## src/rtl/pipelined_exec_unit.sv

```systemverilog
// Forwarded execute back-end: regfile, ID/EX, EX/WB, ALU and halt/drain control.
// Latency: accept at edge k -> wb_valid after k+1 -> regfile write at k+2; in_ready drops once a halt is accepted.
module pipelined_exec_unit #(
  parameter int DATA_W   = 16,
  parameter int NUM_REGS = 4,
  parameter int REG_AW   = $clog2(NUM_REGS),
  parameter int IMM_W    = 8
) (
  input  logic              clock,
  input  logic              reset,
  input  logic              in_valid,
  output logic              in_ready,
  input  logic [REG_AW-1:0] in_rs,
  input  logic [REG_AW-1:0] in_rt,
  input  logic [REG_AW-1:0] in_rd,
  input  logic [IMM_W-1:0]  in_imm,
  input  logic              in_use_imm,
  input  logic [2:0]        in_alu_op,
  input  logic              in_reg_write,
  input  logic              in_halt,
  output logic              wb_valid,
  output logic [REG_AW-1:0] wb_rd,
  output logic [DATA_W-1:0] wb_data,
  output logic              wb_zero,
  output logic              halted,
  input  logic [REG_AW-1:0] dbg_raddr,
  output logic [DATA_W-1:0] dbg_rdata
);

  typedef struct packed {
    logic [DATA_W-1:0] a;
    logic [DATA_W-1:0] b;
    logic [2:0]        op;
    logic [REG_AW-1:0] rd;
    logic              reg_write;
  } idex_t;

  typedef enum logic [1:0] {RUN, DRAIN, HALTED} state_t;

  logic [DATA_W-1:0] regs [NUM_REGS];
  idex_t             idex;
  logic              idex_v;
  logic              exwb_v;
  logic              exwb_reg_write;
  logic [REG_AW-1:0] exwb_rd;
  logic [DATA_W-1:0] exwb_data;
  logic [DATA_W-1:0] alu_res;
  logic [DATA_W-1:0] imm_ext;
  logic [REG_AW-1:0] src [2];
  logic [DATA_W-1:0] opnd [2];
  logic              accept;
  state_t            state;

  assign accept  = in_valid & in_ready;
  assign imm_ext = {{(DATA_W-IMM_W){in_imm[IMM_W-1]}}, in_imm};
  assign src[0]  = in_rs;
  assign src[1]  = in_rt;

  // EX result takes priority over WB: it is the younger producer of the same register.
  always_comb begin
    for (int i = 0; i < 2; i++) begin
      opnd[i] = regs[src[i]];
      if (src[i] == '0)
        opnd[i] = '0;
      else if (idex_v && idex.reg_write && idex.rd == src[i])
        opnd[i] = alu_res;
      else if (exwb_v && exwb_reg_write && exwb_rd == src[i])
        opnd[i] = exwb_data;
    end
  end

  always_comb begin
    alu_res = '0;
    case (idex.op)
      3'd0:    alu_res = idex.a + idex.b;
      3'd1:    alu_res = idex.a - idex.b;
      3'd2:    alu_res = idex.a & idex.b;
      3'd3:    alu_res = idex.a | idex.b;
      3'd4:    alu_res = ~(idex.a | idex.b);
      3'd5:    alu_res = ~(idex.a & idex.b);
      3'd6:    alu_res = {{(DATA_W-1){1'b0}}, ($signed(idex.a) < $signed(idex.b))};
      default: alu_res = '0;
    endcase
  end

  always_ff @(posedge clock) begin
    if (reset) begin
      for (int i = 0; i < NUM_REGS; i++) regs[i] <= '0;
      idex           <= '0;
      idex_v         <= 1'b0;
      exwb_v         <= 1'b0;
      exwb_reg_write <= 1'b0;
      exwb_rd        <= '0;
      exwb_data      <= '0;
      state          <= RUN;
      in_ready       <= 1'b1;
      halted         <= 1'b0;
    end else begin
      exwb_v         <= idex_v;
      exwb_data      <= alu_res;
      exwb_rd        <= idex.rd;
      exwb_reg_write <= idex.reg_write;
      if (exwb_v && exwb_reg_write && exwb_rd != '0)
        regs[exwb_rd] <= exwb_data;

      idex_v <= accept && !in_halt;
      if (accept && !in_halt)
        idex <= '{a: opnd[0], b: (in_use_imm ? imm_ext : opnd[1]),
                  op: in_alu_op, rd: in_rd, reg_write: in_reg_write};

      case (state)
        RUN: if (accept && in_halt) begin
          state    <= DRAIN;
          in_ready <= 1'b0;
        end
        DRAIN: if (!idex_v && !exwb_v) begin
          state  <= HALTED;
          halted <= 1'b1;
        end
        default: ;
      endcase
    end
  end

  assign wb_valid  = exwb_v;
  assign wb_rd     = exwb_rd;
  assign wb_data   = exwb_data;
  assign wb_zero   = (exwb_data == '0);
  assign dbg_rdata = regs[dbg_raddr];

endmodule
```

## config.mk

```make
export PLATFORM = sky130hd
export DESIGN_NAME = pipelined_exec_unit
export DESIGN_NICKNAME = d
export VERILOG_FILES = /design/src/rtl/pipelined_exec_unit.sv
export SDC_FILE = /design/constraint.sdc
export NUM_CORES = 1
export LEC_CHECK = 0
export CAP_MARGIN = 40
export CORE_MARGIN = 3
export CORE_UTILIZATION = 45
export DETAILED_ROUTE_END_ITERATION = 12
export PLACE_DENSITY_LB_ADDON = 0.15
export SETUP_SLACK_MARGIN = 0.5
export SYNTH_ARGS = -nofsm -noshare
export SYNTH_HDL_FRONTEND = slang
export SYNTH_SLANG_ARGS = --single-unit
```

## constraint.sdc

```tcl
create_clock -name clock -period 4.1 [get_ports clock]
set_input_delay 0.41 -clock clock [delete_from_list [all_inputs] [get_ports clock]]
set_output_delay 0.41 -clock clock [all_outputs]
set_load 0.02 [all_outputs]
```

==> run_results.csv, run 1 <==
group,metric,value,unit
status,status,"complete, no violations",
drt,wl_met1,11.7,mm
finish,nets,997,
synth,synthCells,857,
timing,finalSetupTns,0,ns
power_and_ir_drop,internal_power,2780,uW
finish,final_cell_area,10400,sq um
drt,maxUsedRoutingLayer,"met4",
clock_tree,hold_buffers,0,
power_and_ir_drop,sw_frac_of_total,0.290,
clock_tree,cts_tree,"yes",
power_and_ir_drop,p_per_area,377,nW/um^2
power_and_ir_drop,pwr-share-seq,0.382,
floorplan,num_rows,50,
place,hpwl,19.3,mm
drt,drtIter0Drc,596,
timing,finalCritPeriodShare,0.783,
power_and_ir_drop,p_leak,0.00381,uW
worst_setup_path,cp_top_family,"compound AO/OA/AOI/OAI gates",
worst_setup_path,slowest_delay,0.50,ns
worst_setup_path,cpMaxStageDelayCell,"a221oi_2",
worst_setup_path,crit_fanout,5,
floorplan,ios,63,
finish,finalNonFillerCells,1192,
clock_tree,clockBufferDepth,2,
worst_setup_path,cp-start-kind,"flop",
synth,yosysSeqAreaShare,0.357,
synth,synth_edf_count,64,
clock_tree,clkLatencyLatePin,0.42,ns
finish,fillers,1661,
drt,ant_nets,0,
clock_tree,cts_made_buffers,17,
power_and_ir_drop,p_switching,1140,uW
worst_setup_path,cp-end-kind,"flop",
synth,synth_largest_area_cell,"edfxtp_1",
timing,fmax,312,MHz
timing,holdWs,0.451,ns
synth,synth_area_leaders,"edfxtp_1, dfxtp_1, mux4_2, ha_1, and2_1",
power_and_ir_drop,p_clk_frac,0.409,
global_route,grt_usage,0.241,
floorplan,die_h,147,um
timing,hold_violations,0,
min_path,holdCritPathClass,"in2reg",
worst_setup_path,required,4.37,ns
drt,routed-wl-met2,12.6,mm
power_and_ir_drop,finalPower,3920,uW
finish,syn_to_final_growth,16.4,%
place,dp.cells,1160,
synth,synth_cell_type_count,82,
clock_tree,clk_pin_slew,0.06,ns
floorplan,dieArea,21600,sq um
timing,finalMaxSlewViolations,0,
synth,synth-main-ff-cell,"edfxtp_1",
global_route,grt_antenna_before_repair,0,
worst_setup_path,path_cells,"inv_1, ha_1, fa_1, o21bai_1, a211oi_1, a221oi_2, nor2_1, o311ai_1, nand3b_1, o22ai_1, o41ai_1",
synth,synth_warnings,0,
clock_tree,cts.sinks,127,
place,placed_cell_area,9770,sq um
timing,setup_viol,0,
flow_run,max_cap_viol_count,0,
finish,final_cell_mix,"edfxtp_1, dfxtp_1, nor2_1, clkdlybuf4s50_1, a21oi_1",
floorplan,coreArea,19100,sq um
worst_setup_path,crit_type,"reg2reg",
global_route,grt_pass1_wl,41.0,mm
power_and_ir_drop,comb_power_share,0.209,
timing,skew,0.0125,ns
finish,drive_gt1_frac,0.153,
synth,avgSynthCellArea,10.4,sq um
worst_setup_path,crit_arrival,3.48,ns
clock_tree,cts_resized,0,
clock_tree,cts_root_buffer,"clkbuf_16",
drt,route.detailed.drc,0,
global_route,overflow,0,
drt,totalWireLength,26.2,mm
floorplan,die_w,147,um
power_and_ir_drop,ir_drop,0.307,mV
synth,synth_top_area_frac,0.215,
synth,synth_seq_cells,127,
global_route,grt_max_degree,63,
place,gp_congestion,0.886,
finish,n_antenna_cell,0,
place,numPortBuffers,62,
finish,final_common_cell,"edfxtp_1",
timing,worst_slew_margin_rel,0.466,
global_route,grt_pass1_vias,7405,
floorplan,start_util,0.468,
drt,vias_per_cell,6.12,
timing,period_minus_slack,3.21,ns
drt,detail_route.wl_per_cell,22.0,um
clock_tree,postCtsSetupBuffers,0,
drt,wl_met3,1.53,mm
synth,synth-async-reset-ratio,0,
clock_tree,cts_htree_levels,4,
drt,firstDrtPassIters,5,
drt,vias,7299,
synth,synth_area,8930,sq um
worst_setup_path,worstPathBufferInverterCount,1,
timing,worst_pin_slew,0.801,ns
timing,rsz0062_at_grt,"false",
[cells in the mapped netlist (all sizes together), types with 10 or more instances]
master and n:
inv 46, nor3 14, nor2 62, a21oi 58, and2 46, edfxtp 64
buf 16, dfxtp 63, nor2b 11, mux4 48, o21ai 30, clkbuf 45
a21o 12, a211oi 15, nand2 50, ha 51, a22o 10, a221oi 18
mux2i 23, nor4 10
[routing by layer]
metal	up-vias	global-route usage
li1	3369	-
met1	3628	0.323
met2	268	0.402
met3	34	0.0429
met4	0	0.0706
met5	-	0
[cells by family after synthesis]
group,synth area share
multiplexers,0.158
XOR/XNOR,0.0128
adder cells (fa/ha/maj),0.0760
flip-flops,0.357
AND/OR/NAND/NOR,0.136
other,0.000420
buffers and inverters,0.0619
AO/OA/AOI/OAI,0.198
[worst register-to-register path: stages (launching register included)]
cell      delay [ns]
dfxtp_1         0.36
inv_1           0.07
ha_1            0.24
fa_1            0.40
o21bai_1        0.24
a211oi_1        0.19
a221oi_2        0.50
nor2_1          0.11
o311ai_1        0.26
nand3b_1        0.11
o22ai_1         0.43
o41ai_1         0.16
[stage by stage]
| step | utilization | setup slack (ns) |
|---|---|---|
| after floorplan | - | 1.48 |
| after global placement | 0.509 | 1.07 |
| after detailed placement | 0.512 | 1.04 |
| after CTS | 0.545 | 1.02 |
| after global routing | 0.545 | 0.752 |
| final | 0.545 | 0.890 |
[power by group through the flow]
stage | Sequential, uW | Combinational (uW) | Clock (uW)
floorplan | 1510 | 540 | 0
global placement | 1520 | 797 | 0
detailed placement | 1520 | 809 | 0
CTS | 1500 | 814 | 1620
global route | 1510 | 882 | 1660
finish | 1500 | 820 | 1600
[final cells by class]
cell class	count	area [sq um]	area share
tap	260	325	0.0313
timing repair buffer	89	837	0.0805
sequential	127	3180	0.306
inverter	46	173	0.0166
clock inverter	14	190	0.0183
multi-input combinational	638	5260	0.506
clock buffer	18	429	0.0413
[path summary, 6_finish.rpt]
kind	start	end	slack [ns]	depth (start not counted)
max	idex[22]	idex[18]	0.89	11
min	reset	state[1]	0.45	2
max reg2reg	idex[22]	idex[18]	0.89	11
min reg2reg	halted	halted	0.47	2
[flip-flops by register name, summed over array words and instances (netlist names)]
register / cells
exwb_reg_write: 1
wb_valid: 1
idex: 38
wb_rd: 2
idex_v: 1
state: 2
regs: 64
wb_data: 16
in_ready: 1
halted: 1
Power figures use the tool's default switching activity.
==> run 2, diff against run 1 <==
==> constraint.sdc (replaced) <==
create_clock -name clock -period 3.25 [get_ports clock]
set_input_delay 0.325 -clock clock [delete_from_list [all_inputs] [get_ports clock]]
set_output_delay 0.325 -clock clock [all_outputs]
set_load 0.02 [all_outputs]
==> run 2 against run 1 <==
Effect of this change:
- clock-buffer cell count is 1 higher
- die area stayed put
- setup slack worse by 0.40 ns
- sequential share of layout area is 1.1 points lower
- combinational power is 39% higher
- cell area is 4.2% higher
- clock power is 23% higher
- sequential power is 27% higher
- critical endpoint is now idex[17]
==> run_results.csv, run 2 (synthesis results as in run 1) <==
group,metric,value,unit
clock_tree,hold_buffers,0,
worst_setup_path,r2r_start,"idex[30]",
worst_setup_path,reg2regPathDepth,10,
global_route,grt_max_degree,36,
timing,fmax,363,MHz
drt,detail_route.wl_per_cell,21.7,um
finish,syn_to_final_growth,21.3,%
floorplan,ios,63,
drt,vias,7345,
drt,totalWireLength,26.2,mm
timing,finalMaxSlewViolations,0,
finish,final_cell_mix,"edfxtp_1, clkdlybuf4s50_1, nor2_1, a21oi_1, dfxtp_1",
worst_setup_path,worstPathBufferInverterCount,2,
worst_setup_path,timing.rr.end,"idex[17]",
worst_setup_path,required,3.58,ns
worst_setup_path,cp_top_family,"simple AND/OR/NAND/NOR gates",
clock_tree,cts_made_buffers,17,
floorplan,num_rows,50,
timing,finalSetupTns,0,ns
timing,rsz0062_at_grt,"true",
drt,firstDrtPassIters,5,
finish,fin_util,0.567,
status,status,"complete, no violations",
min_path,min_to,"idex[3]",
clock_tree,cts.sinks,127,
clock_tree,clkLatencyLatePin,0.42,ns
drt,drtIter0Drc,674,
worst_setup_path,path_cells,"inv_1, ha_2, inv_2, nor4_4, a41oi_2, nor3b_2, or3_1, a21oi_4, o31ai_1, a221oi_2",
worst_setup_path,cp-start-kind,"flop",
floorplan,coreArea,19100,sq um
timing,worst_slew_margin_rel,0.423,
worst_setup_path,reg2reg_slack,0.49,ns
drt,vias_per_cell,6.08,
floorplan,dieArea,21600,sq um
finish,drive_gt1_frac,0.218,
floorplan,start_util,0.468,
clock_tree,clk_pin_slew,0.06,ns
drt,ant_nets,0,
power_and_ir_drop,p_leak,0.00394,uW
finish,final_common_cell,"edfxtp_1",
global_route,grt_usage,0.241,
power_and_ir_drop,ir_drop,0.455,mV
finish,fillers,1655,
global_route,grt_pass1_vias,7142,
timing,hold_violations,0,
min_path,hold_depth,3,
finish,n_antenna_cell,0,
floorplan,die_h,147,um
min_path,holdCritPathClass,"in2reg",
power_and_ir_drop,p_per_area,462,nW/um^2
finish,largest_reg_flops,64,
min_path,worstHoldStart,"in_alu_op[0]",
flow_run,max_cap_viol_count,0,
finish,nets,1014,
clock_tree,cts_tree,"yes",
worst_setup_path,crit_arrival,3.09,ns
finish,finalNonFillerCells,1209,
place,dp.cells,1169,
place,placed_cell_area,9840,sq um
clock_tree,clockBufferDepth,2,
place,gp_congestion,0.926,
place,numPortBuffers,62,
place,hpwl,19.0,mm
global_route,grt_pass1_wl,41.0,mm
worst_setup_path,cpMaxStageDelayCell,"dfxtp_1",
timing,finalCritPeriodShare,0.848,
timing,period_minus_slack,2.76,ns
timing,setup_viol,0,
drt,route.detailed.drc,0,
clock_tree,cts_htree_levels,4,
timing,skew,0.00738,ns
finish,regMostFlops,"regs",
worst_setup_path,slowest_delay,0.45,ns
clock_tree,cts_root_buffer,"clkbuf_16",
worst_setup_path,cp-end-kind,"flop",
global_route,grt_antenna_before_repair,0,
finish,final_cell_area,10800,sq um
timing,worst_pin_slew,0.865,ns
worst_setup_path,crit_type,"reg2reg",
floorplan,die_w,147,um
worst_setup_path,crit_fanout,5,
global_route,overflow,0,
## run 2: cell count changes in the layout (fill, tap and decap cells not counted), moves of 3 or more
cell,delta
a211oi_1,-4
ha_1,-14
dfxtp_1,-9
inv_1,-3
a31oi_1,-3
ha_2,+7
ha_4,+7
dfxtp_2,+7
buf_4,+18
## run 2: worst max path at each step
| stage | startpoint | endpoint | slack (ns) | cells past startpoint |
|---|---|---|---|---|
| 6_report | idex[30] | idex[17] | 0.49 | 10 |
| 5_1_grt | idex[14] | idex[17] | 0.33 | 10 |
| 4_1_cts | idex[22] | idex[32] | 0.50 | 12 |
| 3_5_place_dp | idex[22] | idex[18] | 0.25 | 11 |
| 3_3_place_gp | idex[22] | idex[32] | 0.29 | 11 |
| 2_1_floorplan | idex[22] | idex[32] | 0.63 | 11 |
## run 2: layer usage
layer  share of wire  up-vias  GRT usage
met2            0.48      273      0.385
met5               0        -          0
met4           0.013        0     0.0715
li1                -     3399          -
met1            0.45     3645      0.342
met3           0.061       28     0.0330
## run 2: tightest hold or removal path, cell delays in order
cell and delay [ns]:
clkdlybuf4s50_1 0.39, nand2_1 0.06, a21oi_1 0.05
## run 2: layout make-up
cell class	instances	area [sq um]	area share
inverter	46	175	0.0162
timing repair buffer	106	962	0.0889
tap	260	325	0.0300
multi-input combinational	638	5560	0.514
sequential	127	3200	0.296
clock inverter	13	170	0.0157
clock buffer	19	433	0.0400
## run 2: where the power goes
part	total (uW)	switching, uW	internal (uW)
Sequential	1900	117	1780
Clock	1970	700	1270
Combinational	1140	621	519
## run 2: repair_timing
item                                   in CTS  in global routing
pin swaps                                   7                 20
resized for setup                          17                 55
setup buffers                               2                  6
setup endpoints to repair                  20                 26
endpoints found under the hold margin       0                  0
## run 2: per-stage QoR
stage	total power [uW]	setup WS (ns)	hold slack [ns]
6_report	5010	0.494	0.451
5_1_grt	5200	0.334	0.454
4_1_cts	4920	0.501	0.440
3_5_place_dp	2950	0.252	0.481
3_3_place_gp	2930	0.293	0.451
2_1_floorplan	2590	0.633	0.451
